==> config.mk <==
export PLATFORM = sky130hd
export DESIGN_NAME = floating_point_div
export DESIGN_NICKNAME = d
export VERILOG_FILES = /design/src/rtl/floating_point_div.sv
export SDC_FILE = /design/constraint.sdc
export NUM_CORES = 1
export LEC_CHECK = 0
export CORE_UTILIZATION = 33
export CTS_BUF_LIST = sky130_fd_sc_hd__clkbuf_16
export CTS_CLUSTER_SIZE = 16
export DETAILED_ROUTE_END_ITERATION = 12
export GPL_ROUTABILITY_DRIVEN = 0
export HOLD_SLACK_MARGIN = 0.1
export PLACE_DENSITY_LB_ADDON = 0.25
export SLEW_MARGIN = 20
export SYNTH_ARGS = -nofsm -noshare
export SYNTH_HDL_FRONTEND = slang
export SYNTH_SLANG_ARGS = --single-unit
==> constraint.sdc <==
create_clock -name clkIn -period 2.7 [get_ports clkIn]
set_clock_uncertainty 0.15 [all_clocks]
set_input_delay 0.81 -clock clkIn [delete_from_list [all_inputs] [get_ports clkIn]]
set_output_delay 0.81 -clock clkIn [all_outputs]
set_load 0.05 [all_outputs]
==> src/rtl/floating_point_div.sv <==
// floating_point_div: sequential restoring divider, one quotient bit per clock, truncating.
module floating_point_div #(
  parameter int FRAC_WIDTH = 23,
  parameter int EXP_WIDTH = 8,
  localparam int DATA_WIDTH = FRAC_WIDTH + EXP_WIDTH + 1
) (
  input  logic                  clkIn,
  input  logic                  rstnIn,
  input  logic [DATA_WIDTH-1:0] dataAIn,
  input  logic [DATA_WIDTH-1:0] dataBIn,
  input  logic                  validIn,
  output logic                  readyOut,
  output logic [DATA_WIDTH-1:0] dataOut,
  output logic                  validOut
);
  localparam int BIAS = 2**(EXP_WIDTH-1) - 1;
  localparam int CW = $clog2(FRAC_WIDTH + 2);
  localparam int XW = EXP_WIDTH + 2;

  typedef enum logic [1:0] {IDLE, DIV, OUT} state_t;

  state_t                 state_q;
  logic                   sign_q;
  logic signed [XW-1:0]   exp_q;
  logic [FRAC_WIDTH+1:0]  rem_q;
  logic [FRAC_WIDTH:0]    div_q;
  logic [FRAC_WIDTH+1:0]  quo_q;
  logic [CW-1:0]          cnt_q;
  logic                   special_q;
  logic [DATA_WIDTH-1:0]  res_q;
  logic [DATA_WIDTH-1:0]  data_q;
  logic                   valid_q;

  logic                   a_sign, b_sign, sign_d;
  logic [EXP_WIDTH-1:0]   a_exp, b_exp;
  logic [FRAC_WIDTH-1:0]  a_frac, b_frac;
  logic                   a_nan, b_nan, a_inf, b_inf, a_zero, b_zero;
  logic                   is_nan, is_inf, is_zero, special_d;
  logic [DATA_WIDTH-1:0]  spec_res, norm_res;
  logic signed [XW-1:0]   exp_d, exp_n;
  logic [FRAC_WIDTH-1:0]  frac_n;
  logic                   ovf, unf, ge, last;
  logic [FRAC_WIDTH+1:0]  sub, rem_d, quo_d;

  assign {a_sign, a_exp, a_frac} = dataAIn;
  assign {b_sign, b_exp, b_frac} = dataBIn;
  assign readyOut = (state_q == IDLE);
  assign dataOut  = data_q;
  assign validOut = valid_q;

  // Exponent-zero operands count as zero, so subnormals flush.
  always_comb begin
    a_nan     = (&a_exp) && (|a_frac);
    b_nan     = (&b_exp) && (|b_frac);
    a_inf     = (&a_exp) && !(|a_frac);
    b_inf     = (&b_exp) && !(|b_frac);
    a_zero    = (a_exp == '0);
    b_zero    = (b_exp == '0);
    sign_d    = a_sign ^ b_sign;
    is_nan    = a_nan || b_nan || (a_zero && b_zero) || (a_inf && b_inf);
    is_inf    = a_inf || b_zero;
    is_zero   = a_zero || b_inf;
    special_d = is_nan || is_inf || is_zero;
    spec_res  = is_nan ? {1'b0, {EXP_WIDTH{1'b1}}, 1'b1, {(FRAC_WIDTH-1){1'b0}}} :
                is_inf ? {sign_d, {EXP_WIDTH{1'b1}}, {FRAC_WIDTH{1'b0}}} :
                         {sign_d, {(DATA_WIDTH-1){1'b0}}};
    exp_d     = {2'b00, a_exp} - {2'b00, b_exp} + XW'(BIAS);
  end

  always_comb begin
    ge    = rem_q >= {1'b0, div_q};
    sub   = ge ? rem_q - {1'b0, div_q} : rem_q;
    rem_d = {sub[FRAC_WIDTH:0], 1'b0};
    quo_d = {quo_q[FRAC_WIDTH:0], ge};
    last  = (cnt_q == CW'(FRAC_WIDTH + 1));
  end

  // Quotient lies in [1,4) scaled by 2^FRAC_WIDTH; top bit picks the normalisation shift.
  always_comb begin
    exp_n    = quo_q[FRAC_WIDTH+1] ? exp_q : exp_q - XW'(1);
    frac_n   = quo_q[FRAC_WIDTH+1] ? quo_q[FRAC_WIDTH:1] : quo_q[FRAC_WIDTH-1:0];
    ovf      = !exp_n[XW-1] && (exp_n[XW-2:0] >= (XW-1)'(2**EXP_WIDTH - 1));
    unf      = exp_n[XW-1] || (exp_n == '0);
    norm_res = ovf ? {sign_q, {EXP_WIDTH{1'b1}}, {FRAC_WIDTH{1'b0}}} :
               unf ? {sign_q, {(DATA_WIDTH-1){1'b0}}} :
                     {sign_q, exp_n[EXP_WIDTH-1:0], frac_n};
  end

  always_ff @(posedge clkIn or negedge rstnIn) begin
    if (!rstnIn) begin
      state_q   <= IDLE;
      sign_q    <= 1'b0;
      exp_q     <= '0;
      rem_q     <= '0;
      div_q     <= '0;
      quo_q     <= '0;
      cnt_q     <= '0;
      special_q <= 1'b0;
      res_q     <= '0;
      data_q    <= '0;
      valid_q   <= 1'b0;
    end else begin
      valid_q <= (state_q == OUT);
      case (state_q)
        IDLE: if (validIn) begin
          sign_q    <= sign_d;
          exp_q     <= exp_d;
          rem_q     <= {1'b0, 1'b1, a_frac};
          div_q     <= {1'b1, b_frac};
          quo_q     <= '0;
          cnt_q     <= '0;
          special_q <= special_d;
          res_q     <= spec_res;
          state_q   <= special_d ? OUT : DIV;
        end
        DIV: begin
          rem_q <= rem_d;
          quo_q <= quo_d;
          cnt_q <= cnt_q + CW'(1);
          if (last) state_q <= OUT;
        end
        OUT: begin
          data_q  <= special_q ? res_q : norm_res;
          state_q <= IDLE;
        end
        default: state_q <= IDLE;
      endcase
    end
  end
endmodule

# After elaboration in Yosys (flattened, before gate mapping)
# Index checks and enable logic that the tools add are counted.
dict set report totals {
  out_inout_bits 34
  ff_bits 158
  word_cells 72
}
dict set report op_classes {
  order_cmp 2
  bitwise 1
  n_eq_ne 5
  addsub 5
  reduce_logical 30
  muxes 18
}
# cell n
set op_table {}
lappend op_table {{$pmux W25 S2} 2}
lappend op_table {{$mux W31} 3}
lappend op_table {{$mux W32} 2}
lappend op_table {{$mux W25} 2}
lappend op_table {{$reduce_or A23 Y1} 2}
lappend op_table {{$ge A25 B24 Y1} 1}
lappend op_table {{$mux W24} 1}
lappend op_table {{$sub A24 B24 Y24} 1}
lappend op_table {{$mux W23} 1}
lappend op_table {{$logic_not A8 Y1} 2}
lappend op_table {{$reduce_and A8 Y1} 2}
lappend op_table {{$add A9 B8 Y10 const B} 1}
lappend op_table {{$logic_not A10 Y1} 1}
lappend op_table {{$mux W10} 1}
lappend op_table {{$pmux W5 S2} 1}
lappend op_table {{$sub A10 B2 Y10 const B} 1}
lappend op_table {{$ge A9 B8 Y1 const B} 1}
lappend op_table {{$sub A8 B8 Y9} 1}
lappend op_table {{$logic_or A1 B1 Y1} 8}
lappend op_table {{$logic_and A1 B1 Y1} 7}
lappend op_table {{$mux W2} 3}
lappend op_table {{$reduce_and A2 Y1} 3}
lappend op_table {{$add A5 B1 Y5 const B} 1}
lappend op_table {{$eq A5 B5 Y1 const B} 1}
lappend op_table {{9 further kinds} 12}

# Longest topological paths before layout
dict set report depth {
  depth_word 10
  depth_mapped 12
}

# Least setup slack after synthesis
# OpenSTA, ideal clock, no wires.
dict set report synth_path {
  path_kind {input -> register}
  startpoint {input dataAIn[23]}
  endpoint {register exp_q[8]}
  setup_time_ps 124
  t_arrival_ps 3146
  path_slack_ps -720
  t_required_ps 2426
  stages 12
  cell_sequence {inv_1 -> ha_1 -> inv_1 -> fa_1 -> a21o_1 -> a21oi_1 -> nor2b_1 -> o31a_1 -> or3_1 -> nor2b_1 -> o2111a_1 -> a211o_1}
}
dict set report synth_between {
  elab_chain_len 2
}
# element line
set synth_lines {}
lappend synth_lines {{start: declaration} 9} ;# input logic [DATA_WIDTH-1:0] dataAIn,
lappend synth_lines {{$sub A8 B8 Y9} 67} ;# exp_d = {2'b00, a_exp} - {2'b00, b_exp} + XW'(BIAS);
lappend synth_lines {{$add A9 B8 Y10} 67}
lappend synth_lines {{end signal: assignment} 107} ;# exp_q <= exp_d;
lappend synth_lines {{end: declaration} 24} ;# logic signed [XW-1:0] exp_q;
# Every way passes these cells.
# A chain may end at the register's enable or synchronous reset.

# Worst setup path after layout
# Ends and elaborated chain as after synthesis.

==> flow_summary_export.csv <==
group,metric,value,unit
layout,area_growth,57.2,%
layout,final_nets,1239,
global_route,grt.overflow.total,0,
sta,slew_viol_final,0,
global_route,antenna_found_initial,0,
layout,final_util,53.0,%
critical_path,cpMaxStageDelayCell,"fa_2",
cts,insertion_delay,0.42,ns
critical_path,critPathLaunchType,"primary input",
detailed_routing,first_pass_iters,5,
sta,rsz0062_at_grt,"true",
critical_path,end_kind,"register",
sta,max_freq,344,MHz
layout,layout-drive-gt1-share,34.5,%
logic_synthesis,synth_edf_count,0,
detailed_routing,postRouteWirelength,22800,um
logic_synthesis,synth.avg_cell_area,9.27,um^2
sta,period_minus_slack,2.90,ns
placement,placed_cell_area,0.0107,mm^2
detailed_routing,drc_errors,0,
sta,min_period_over_period,108,%
min_path,hold_path.class,"in2async",
detailed_routing,via_per_inst,5.07,
cts,clkTransAtPathRegs,0.05,ns
layout,stdcell_count,1465,
critical_path,worstPathMaxFanout,2,
layout,diodes,0,
cts,cts_buffers,17,
logic_synthesis,yosysWarnings,0,
global_route,grt_max_degree,88,
logic_synthesis,synthesis.area,0.00793,mm^2
floorplanning,initial_core_util,33.7,%
cts,holdBufCountCts,0,
power_and_ir_drop,power_leakage,5.36,nW
critical_path,crit_required,2.85,ns
layout,fillers,2106,
power_and_ir_drop,powerDensity,1510,mW/mm^2
logic_synthesis,ys_seq_elements,129,
outcome,status,"complete, but fails checks",
sta,hold_viol_final,0,
placement,dp_hpwl,16200,um
power_and_ir_drop,power,18.8,mW
cts,clkSinkCount,129,
floorplanning,rows,56,
placement,placed_cells,1407,
critical_path,crit_type,"in2reg",
floorplanning,die_h,157,um
logic_synthesis,synth_cell_type_count,71,
placement,dp_slack,-1.24,ns
placement,buffer_ports.inserted,100,
floorplanning,die_area,0.0247,mm^2
job,drv_cap,0,
cts,cts-root-buf,"clkbuf_16",
floorplanning,coreArea,0.0235,mm^2
global_route,gr-usage-all-layers,18.7,%
critical_path,cp_cell_sequence,"buf_12 > inv_12 > ha_4 > inv_2 > fa_2 > a21o_1 > a21oi_2 > nor2b_1 > o31a_1 > or3_4 > nor2b_4 > o2111a_1 > a211o_1",
logic_synthesis,syn_inst,855,
floorplanning,ios,101,
sta,setup_violations,18,
cts,cts_tree,"yes",
detailed_routing,postRouteAntennaNets,0,
logic_synthesis,synth_ff_type,"dfrtp_1",
floorplanning,fp.dieW,157,um
logic_synthesis,synth_nets,960,
critical_path,max_stage_delay,0.35,ns
logic_synthesis,async_reset_ff_share,100,%
sta,worst_pin_slew,0.591,ns
detailed_routing,wl_per_cell,15.6,um
cts,ctsHtreeMaxLevel,4,
global_route,grt_pass1_vias,7238,
power_and_ir_drop,vdd_ir_drop_max,0.000718,V
sta,setup_tns,-0.822,ns
global_route,grt_pass1_wl,36400,um
sta,relSlewSlack,60.5,%
cts,cts_max_path_buffers,2,
outcome,violations,"negative setup slack",
critical_path,arrival,3.05,ns
sta,worst_slack,-0.204,ns
detailed_routing,drt_iter0_drc,338,
sta,whs,0.223,ns
detailed_routing,dr_total_vias,7424,
layout,final_cell_area,0.0125,mm^2
logic_synthesis,ys_seq_area_share,40.7,%
## final cells by class
| cell class | instances | area [um^2] | area share (%) |
|---|---|---|---|
| Multi-Input combinational cell | 627 | 5250 | 42.1 |
| Sequential cell | 129 | 3230 | 25.9 |
| Timing Repair Buffer | 304 | 2810 | 22.5 |
| Clock buffer | 17 | 425 | 3.41 |
| Tap cell | 319 | 399 | 3.20 |
| Inverter | 55 | 219 | 1.76 |
| Clock inverter | 14 | 143 | 1.14 |
## final timing paths
kind | from | to | slack [ns] | cells after the start
worst max-delay path | dataAIn[23] | exp_q[8]$_DFFE_PN0P_ | -0.20 | 13
worst min-delay path | rstnIn | dataOut[26]$_DFFE_PN0P_ | 0.22 | 2
worst max register to register | div_q[1]$_DFFE_PN0P_ | rem_q[24]$_DFFE_PN0P_ | -0.06 | 12
worst min register to register | div_q[23]$_DFFE_PN0P_ | div_q[23]$_DFFE_PN0P_ | 0.30 | 2
max in group asynchronous | rstnIn | rem_q[11]$_DFFE_PN0P_ | 1.71 | 2
min in group clkIn | div_q[23]$_DFFE_PN0P_ | div_q[23]$_DFFE_PN0P_ | 0.30 | 2
## cell usage after synthesis (all sizes together) (7+ instances only)
cell type  count  area, um^2
a211oi        12        90.1
a21o          12        90.1
a21oi         41         205
a22o          26         228
a31oi         10        62.6
and2           9        56.3
and3          12        75.1
buf           10        93.8
clkbuf        34         128
dfrtp        129        3230
ha            36         450
inv           55         206
mux2i         32         320
nand2        102         385
nand2b         7        43.8
nand3         13        65.1
nand4         10        62.6
nor2          45         169
nor2b          7        43.8
nor3          13        65.1
nor4          17         136
o21a           9        67.6
o21ai         76         380
o31ai         30         348
or3           10        62.6
xnor2         19         166
xor2          14         123
## repair_timing
| item | CTS | global route |
|---|---|---|
| setup buffers | 15 | 12 |
| cloned | 2 | 3 |
| setup endpoints to repair | 41 | 57 |
| resized for setup | 76 | 145 |
| hold endpoints to repair | 0 | 0 |
| pin swaps | 37 | 58 |
## per-layer routing
metal / GRT usage (%) / part of all wire [%] / up-vias
met5: 0 / 0 / -
met4: 6.01 / 1.9 / 0
met3: 3.28 / 3.3 / 29
met2: 30.4 / 48 / 141
met1: 25.2 / 46 / 3576
li1: - / - / 3678
## state kept, by name, indices dropped and copies added (netlist names)
name / cells
res_q: 3
cnt_q: 5
validOut: 1
quo_q: 25
sign_q: 1
dataOut: 32
rem_q: 25
div_q: 24
exp_q: 10
state_q: 2
special_q: 1
## report_power, final
group          switching (mW)  total (mW)  internal (mW)
clock network           0.882        2.23           1.35
logic                    6.83        13.2           6.39
registers               0.655        3.38           2.72
total                    8.37        18.8           10.5
## worst max-delay path, delay by kind of cell
kind,cells,cell delay (ns)
buffers and inverters,3,0.19
adder cells (fa/ha/maj),2,0.46
AO/OA/AOI/OAI,5,1.03
AND/OR/NAND/NOR,3,0.55
## logic make-up after synthesis
kind of cell | Yosys count | share of synthesized area (%)
multiplexers | 35 | 4.47
flip-flops | 129 | 40.7
XOR/XNOR | 33 | 3.64
AND/OR/NAND/NOR | 263 | 16.5
buffers and inverters | 99 | 5.40
AO/OA/AOI/OAI | 258 | 23.1
adder cells (fa/ha/maj) | 38 | 6.18
## cell usage in the layout (no fill, tap or decap), types with 13 or more instances in the layout
cell | netlist | routed
buf_4 | 0 | 172
dfrtp_1 | 129 | 129
nand2_1 | 101 | 96
clkdlybuf4s50_1 | 0 | 91
o21ai_0 | 75 | 54
inv_1 | 55 | 44
nor2_1 | 45 | 38
a21oi_1 | 41 | 30
mux2i_1 | 32 | 30
a22o_1 | 26 | 26
o31ai_4 | 2 | 25
ha_1 | 36 | 21
clkbuf_16 | 0 | 20
buf_6 | 3 | 20
xnor2_1 | 19 | 14
xor2_1 | 14 | 13
(Power assumes the default switching activity.)
